--- src/rtl/neuron_pkg.sv ---
// neuron_pkg: shared FP16 constants, activation/state enums and an operand
// sanitizer used by the sequential neuron and its MAC datapath.
package neuron_pkg;

    localparam int EXP_W = 5;
    localparam int MAN_W = 10;
    localparam int BIAS  = 15;

    localparam logic [15:0] FP16_ZERO = 16'h0000;
    localparam logic [15:0] FP16_SIX  = 16'h4600;
    localparam logic [15:0] FP16_MAX  = 16'h7BFF;

    typedef enum logic [1:0] {
        ACT_ID    = 2'b00,
        ACT_RELU  = 2'b01,
        ACT_RELU6 = 2'b10,
        ACT_LEAKY = 2'b11
    } act_mode_t;

    typedef enum logic [1:0] {
        S_ACC = 2'b00,
        S_ACT = 2'b01,
        S_OUT = 2'b10
    } state_t;

    // Subnormals (and -0) become +0; Inf/NaN become max finite of the same sign.
    function automatic logic [15:0] fp16_sanitize(input logic [15:0] v);
        if (v[14:10] == '0) return FP16_ZERO;
        if (v[14:10] == '1) return {v[15], FP16_MAX[14:0]};
        return v;
    endfunction

endpackage

--- src/rtl/neuron_seq_fp16_mac.sv ---
// fp16_mac: combinational y = a + x*w in FP16.
// Product rounded to FP16 first, then the sum; both truncate toward zero.
// Subnormal results flush to +0, overflow saturates to +/-max finite.
// Ports:
//   a [16] in  addend (bias or running accumulator)
//   x [16] in  input activation
//   w [16] in  weight
//   y [16] out rounded result
module fp16_mac
    import neuron_pkg::*;
(
    input  logic [15:0] a,
    input  logic [15:0] x,
    input  logic [15:0] w,
    output logic [15:0] y
);

    // Exact value of a normal FP16 in units of 2^-24 (exponent 30 needs 40 bits).
    function automatic logic [40:0] to_fixed(input logic [14:0] v);
        if (v[14:10] == '0) return '0;
        return 41'({1'b1, v[9:0]}) << (v[14:10] - 5'd1);
    endfunction

    logic [15:0]       a_s, x_s, w_s;
    logic [21:0]       p_sig;
    logic signed [7:0] p_exp;
    logic [9:0]        p_man;
    logic              p_sign;
    logic [15:0]       p;

    logic [40:0] a_fx, p_fx, mag;
    logic        a_big, r_sign;
    logic [5:0]  lead;
    logic [9:0]  r_man;

    assign a_s = fp16_sanitize(a);
    assign x_s = fp16_sanitize(x);
    assign w_s = fp16_sanitize(w);

    always_comb begin
        p_sign = x_s[15] ^ w_s[15];
        p_sig  = {11'd0, 1'b1, x_s[9:0]} * {11'd0, 1'b1, w_s[9:0]};
        p_exp  = $signed({3'b000, x_s[14:10]}) + $signed({3'b000, w_s[14:10]}) - 8'sd15;
        p_man  = 10'(p_sig >> 10);
        if (p_sig[21]) begin
            p_exp = p_exp + 8'sd1;
            p_man = 10'(p_sig >> 11);
        end
        if (x_s[14:10] == '0 || w_s[14:10] == '0 || p_exp < 8'sd1)
            p = FP16_ZERO;
        else if (p_exp > 8'sd30)
            p = {p_sign, FP16_MAX[14:0]};
        else
            p = {p_sign, p_exp[4:0], p_man};
    end

    // The sum is formed exactly in fixed point and only then truncated, so
    // subtraction never rounds away from zero.
    always_comb begin
        a_fx  = to_fixed(a_s[14:0]);
        p_fx  = to_fixed(p[14:0]);
        a_big = (a_fx >= p_fx);
        if (a_s[15] == p[15])
            mag = a_fx + p_fx;
        else if (a_big)
            mag = a_fx - p_fx;
        else
            mag = p_fx - a_fx;
        r_sign = a_big ? a_s[15] : p[15];

        lead = '0;
        for (int i = 0; i < 41; i++)
            if (mag[i]) lead = 6'(i);

        r_man = 10'(mag >> (lead - 6'd10));

        // Leading one below bit 10 is subnormal or exact zero: both give +0.
        if (lead < 6'd10)
            y = FP16_ZERO;
        else if (lead >= 6'd40)
            y = {r_sign, FP16_MAX[14:0]};
        else
            y = {r_sign, 5'(lead - 6'd9), r_man};
    end

endmodule

--- src/rtl/neuron_seq.sv ---
// neuron_seq: sequential FP16 neuron. Accumulates N handshaked x*w beats onto
// a bias, then applies the activation chosen on the first beat.
// Ports:
//   clk, rst                       clock, synchronous active-high reset
//   in_valid/in_ready              beat handshake
//   in_x, in_w [16]                operand pair
//   in_bias [16], in_mode [2]      sampled on beat 0 only
//   out_valid/out_ready            result handshake
//   out_data [16]                  activated result, held until taken
//
// state | meaning
// S_ACC | accepting beats, accumulating
// S_ACT | last beat taken, activation registered into out_data
// S_OUT | result offered downstream
module neuron_seq
    import neuron_pkg::*;
#(
    parameter int N = 4
) (
    input  logic        clk,
    input  logic        rst,
    input  logic        in_valid,
    output logic        in_ready,
    input  logic [15:0] in_x,
    input  logic [15:0] in_w,
    input  logic [15:0] in_bias,
    input  logic [1:0]  in_mode,
    output logic        out_valid,
    input  logic        out_ready,
    output logic [15:0] out_data
);

    localparam int CNT_W = (N > 1) ? $clog2(N) : 1;
    localparam logic [CNT_W-1:0] CNT_LAST = CNT_W'(N - 1);

    state_t           state, state_nxt;
    logic [CNT_W-1:0] cnt;
    logic [15:0]      acc, mac_a, mac_y, act_y;
    act_mode_t        mode;
    logic             beat, last_beat;

    assign beat      = in_valid && in_ready;
    assign last_beat = beat && (cnt == CNT_LAST);
    assign mac_a     = (cnt == '0) ? in_bias : acc;

    fp16_mac u_mac (
        .a (mac_a),
        .x (in_x),
        .w (in_w),
        .y (mac_y)
    );

    always_ff @(posedge clk) begin
        if (rst) state <= S_ACC;
        else     state <= state_nxt;
    end

    always_comb begin
        state_nxt = state;
        in_ready  = 1'b0;
        out_valid = 1'b0;
        unique case (state)
            S_ACC: begin
                in_ready = 1'b1;
                if (in_valid && cnt == CNT_LAST) state_nxt = S_ACT;
            end
            S_ACT: state_nxt = S_OUT;
            S_OUT: begin
                out_valid = 1'b1;
                if (out_ready) state_nxt = S_ACC;
            end
            default: state_nxt = S_ACC;
        endcase
    end

    always_comb begin
        act_y = acc;
        unique case (mode)
            ACT_ID: act_y = acc;
            ACT_RELU: begin
                if (acc[15]) act_y = FP16_ZERO;
            end
            ACT_RELU6: begin
                // Positive FP16 bit patterns order the same as their values.
                if (acc[15])              act_y = FP16_ZERO;
                else if (acc > FP16_SIX)  act_y = FP16_SIX;
            end
            ACT_LEAKY: begin
                // Slope 1/8 is an exponent decrement of 3.
                if (acc[15])
                    act_y = (acc[14:10] <= 5'd3) ? FP16_ZERO
                                                 : {1'b1, 5'(acc[14:10] - 5'd3), acc[9:0]};
            end
            default: act_y = acc;
        endcase
    end

    always_ff @(posedge clk) begin
        if (rst) begin
            cnt      <= '0;
            acc      <= FP16_ZERO;
            mode     <= ACT_ID;
            out_data <= FP16_ZERO;
        end else begin
            if (beat) begin
                acc <= mac_y;
                if (cnt == '0) mode <= act_mode_t'(in_mode);
                cnt <= last_beat ? '0 : cnt + 1'b1;
            end
            if (state == S_ACT) out_data <= act_y;
        end
    end

endmodule

--- config.mk ---
export PLATFORM = sky130hd
export DESIGN_NAME = neuron_seq
export DESIGN_NICKNAME = d
export VERILOG_FILES = /design/src/rtl/neuron_pkg.sv /design/src/rtl/neuron_seq_fp16_mac.sv /design/src/rtl/neuron_seq.sv
export SDC_FILE = /design/constraint.sdc
export NUM_CORES = 1
export LEC_CHECK = 0
export ABC_AREA = 0
export CAP_MARGIN = 20
export CORE_MARGIN = 2
export CORE_UTILIZATION = 45
export DETAILED_ROUTE_END_ITERATION = 7
export GPL_TIMING_DRIVEN = 0
export SLEW_MARGIN = 40
export SYNTH_ARGS = -nofsm -noshare
export SYNTH_HDL_FRONTEND = slang
export SYNTH_SLANG_ARGS = --single-unit
export TNS_END_PERCENT = 10
--- constraint.sdc ---
create_clock -name clk -period 19 [get_ports clk]
set_input_delay 2.85 -clock clk [delete_from_list [all_inputs] [get_ports clk]]
set_output_delay 2.85 -clock clk [all_outputs]
set_load 0.01 [all_outputs]
==> results.json, run 1 <==
{
  "synth_most_common_cell": "nor2_1",
  "avgSynthCellArea_um2": 6.81,
  "firstDrtPassIters": 6,
  "dp_cells": 3688,
  "start_kind": "primary input",
  "viasPerCell": 6.71,
  "wl_per_cell_um": 25.8,
  "die_x_um": 218,
  "async_flop_share_pct": 0,
  "first_global_vias": 23500,
  "holdBufCountCts": 0,
  "synth_compound_area_share_pct": 33.7,
  "drive_gt1_share_pct": 12.8,
  "synth_top_area_share_pct": 12.3,
  "rows": 78,
  "antenna_found_initial": 1,
  "max_cap_violations": 0,
  "setup_viol_count_final": 0,
  "drc": 0,
  "cts_tree": "done",
  "min_period_ns": 18.74,
  "antenna_cells": 0,
  "synth-main-ff-cell": "dfxtp_1",
  "hold_path.class": "reg2reg",
  "slowest_stage": "fa_1",
  "grt_pass1_wl_mm": 144,
  "clock_skew_ns": 0.00395,
  "clk_pin_slew_ns": 0.05,
  "crit_top_cell": "fa_1",
  "worst-slew-pin-transition_ns": 0.956,
  "max_freq_mhz": 53.4,
  "drtIter0Drc": 3110,
  "slowest_delay_ns": 0.59,
  "design.portCount": 72,
  "track_usage_pct": 39.3,
  "critPathRequiredTime_ns": 19.14,
  "clock_latency_ns": 0.28,
  "finalCritPeriodShare_pct": 98.6,
  "post_layout_nonfiller_instances": 3722,
  "seqCellArea_um2": 761,
  "syn_nets": 3356,
  "gp_congestion": 1.05,
  "clockRootBuffer": "clkbuf_16",
  "multiInputGateArea_um2": 19000,
  "grt_max_degree": 12,
  "synth_cells": 3017,
  "htreeDepth": 2,
  "numCtsBuffers": 5,
  "arrival_ns": 18.88,
  "dp_hpwl_mm": 79.0,
  "synth_top_family_by_area": "compound AO/OA/AOI/OAI gates",
  "rsz0062_at_grt": "true",
  "vias": 25000,
  "overflow": 0,
  "criticalPathCategory": "in2reg",
  "fin_nets": 3461,
  "synth_common_cells": "300 x nor2_1, 284 x nand2_1, 256 x inv_1",
  "area_delta_synth_final_pct": 14.5,
  "synth.area.mux_share_pct": 5.46,
  "synth_top_cell_by_area": "ha_1",
  "crit_fanout": 10,
  "slew_headroom_pct": 35.9,
  "slew_viol_final": 0,
  "nFillCells": 4588,
  "yosysWarnings": 0,
  "die_h_um": 218,
  "synth_seq_area_share_pct": 3.70,
  "finalHoldViolations": 0,
  "yosys.area_share.simple_pct": 26.3,
  "portBuffers": 71,
  "netlist_area_um2": 20600,
  "status": "finished, final reports clean",
  "cts_buffer_depth": 2,
  "ant_nets": 0,
  "synth-seq-cells": 38,
  "wl_mm": 96.0,
  "cts_sinks": 38,
  "core_area_um2": 45200,
  "synth_xor_area_share_pct": 1.80,
  "die_area_um2": 47400,
  "fin_worst_hold_slack_ns": 0.449,
  "yosys.cell_types.count": 114,
  "crit_path_end_kind": "register",
  "synth_fa_ha_area_share_pct": 20.4,
  "initial_core_util_pct": 45.5,
  "synth_area_leaders": "ha_1 12%, fa_1 8.1%, a21oi_1 6.1%",
  "synth_edf_count": 0
}
## per-stage QoR
stage	setup TNS [ns]	util, %	worst slack (ns)	instance area (µm²)
after floorplan	0	-	1.35	20600
after global placement	-50.97	48.7	-3.89	22000
after detailed placement	-52.58	48.9	-3.99	22100
after CTS	0	50.7	0.0113	22900
after global routing	-0.361	52.1	-0.0954	23500
final	0	52.1	0.261	23500
## layout by cell type, fill, tap and decap left out, drive strengths merged, types with 83 or more instances in the layout
cell type | Yosys | layout
nor2 | 301 | 302
nand2 | 284 | 284
inv | 258 | 257
a21oi | 252 | 252
ha | 202 | 202
o21ai | 185 | 185
clkbuf | 127 | 120
nor3 | 109 | 109
buf | 56 | 94
nand3 | 90 | 90
fa | 83 | 83
## critical path: cells and delay by family
kind	cells	cell delay, ns
multiplexers	2	0.40
AND/OR/NAND/NOR	20	4.69
buffers and inverters	14	2.47
AO/OA/AOI/OAI	17	4.54
adder cells (fa/ha/maj)	9	3.89
## cell families (layout without fill, tap and decap cells)
kind of cell    count (synthesis)  after routing
fa+ha+maj                     285            285
mux                            94             94
simple gates                 1114           1115
flops                          38             38
buf+inv                       446            550
xor+xnor                       39             39
compound gates               1001           1001
## cell type report
cell class,instances,area share [%]
Multi-Input combinational cell,2534,80.7
Buffer,171,3.73
Sequential cell,38,3.23
Inverter,263,4.29
Clock buffer,5,0.532
Tap cell,600,3.19
Clock inverter,2,0.0425
Timing Repair Buffer,109,4.27
## registers in the layout, indices dropped and copies added (netlist names)
register and cells:
mode 2, out_data 16, state 2, cnt 2, acc 16
## routing by layer
metal  global-route usage (%)  part of all wire (%)
met5                    0.938                 0.057
met1                     53.4                    42
met2                     58.2                    41
met3                     9.54                    11
met4                     18.2                   5.3
## final timing paths
kind	to	cells after the start	slack (ns)	startpoint
hold / removal	out_data[15]$_SDFFE_PP0N_	2	0.45	out_data[15]$_SDFFE_PP0N_
setup / recovery	acc[1]$_SDFFE_PP0P_	62	0.26	in_w[10]
hold reg to reg	out_data[15]$_SDFFE_PP0N_	2	0.45	out_data[15]$_SDFFE_PP0N_
setup reg to reg	acc[1]$_SDFFE_PP0P_	46	6.76	cnt[0]$_SDFFE_PP0P_
## timing repair
action,4_1_cts,5_1_grt
resized for setup,179,136
endpoints found under the setup margin,16,15
setup buffers,17,21
cloned,0,1
pin swaps,15,15
Power of run 1 is left out: the tool's default activity adds up to more than one toggle a clock period on the data nets, which glitch-free logic cannot reach.
==> run 2, diff against run 1 <==
--- a/config.mk
+++ b/config.mk
@@ -11,6 +11,7 @@
 export CORE_UTILIZATION = 45
 export DETAILED_ROUTE_END_ITERATION = 7
 export GPL_TIMING_DRIVEN = 0
+export HOLD_SLACK_MARGIN = 0.02
 export SLEW_MARGIN = 40
 export SYNTH_ARGS = -nofsm -noshare
 export SYNTH_HDL_FRONTEND = slang
==> results of run 2 <==
No change in the layout: final DEF, timing and power equal those of run 1.
Power of run 2 is left out for the same reason.
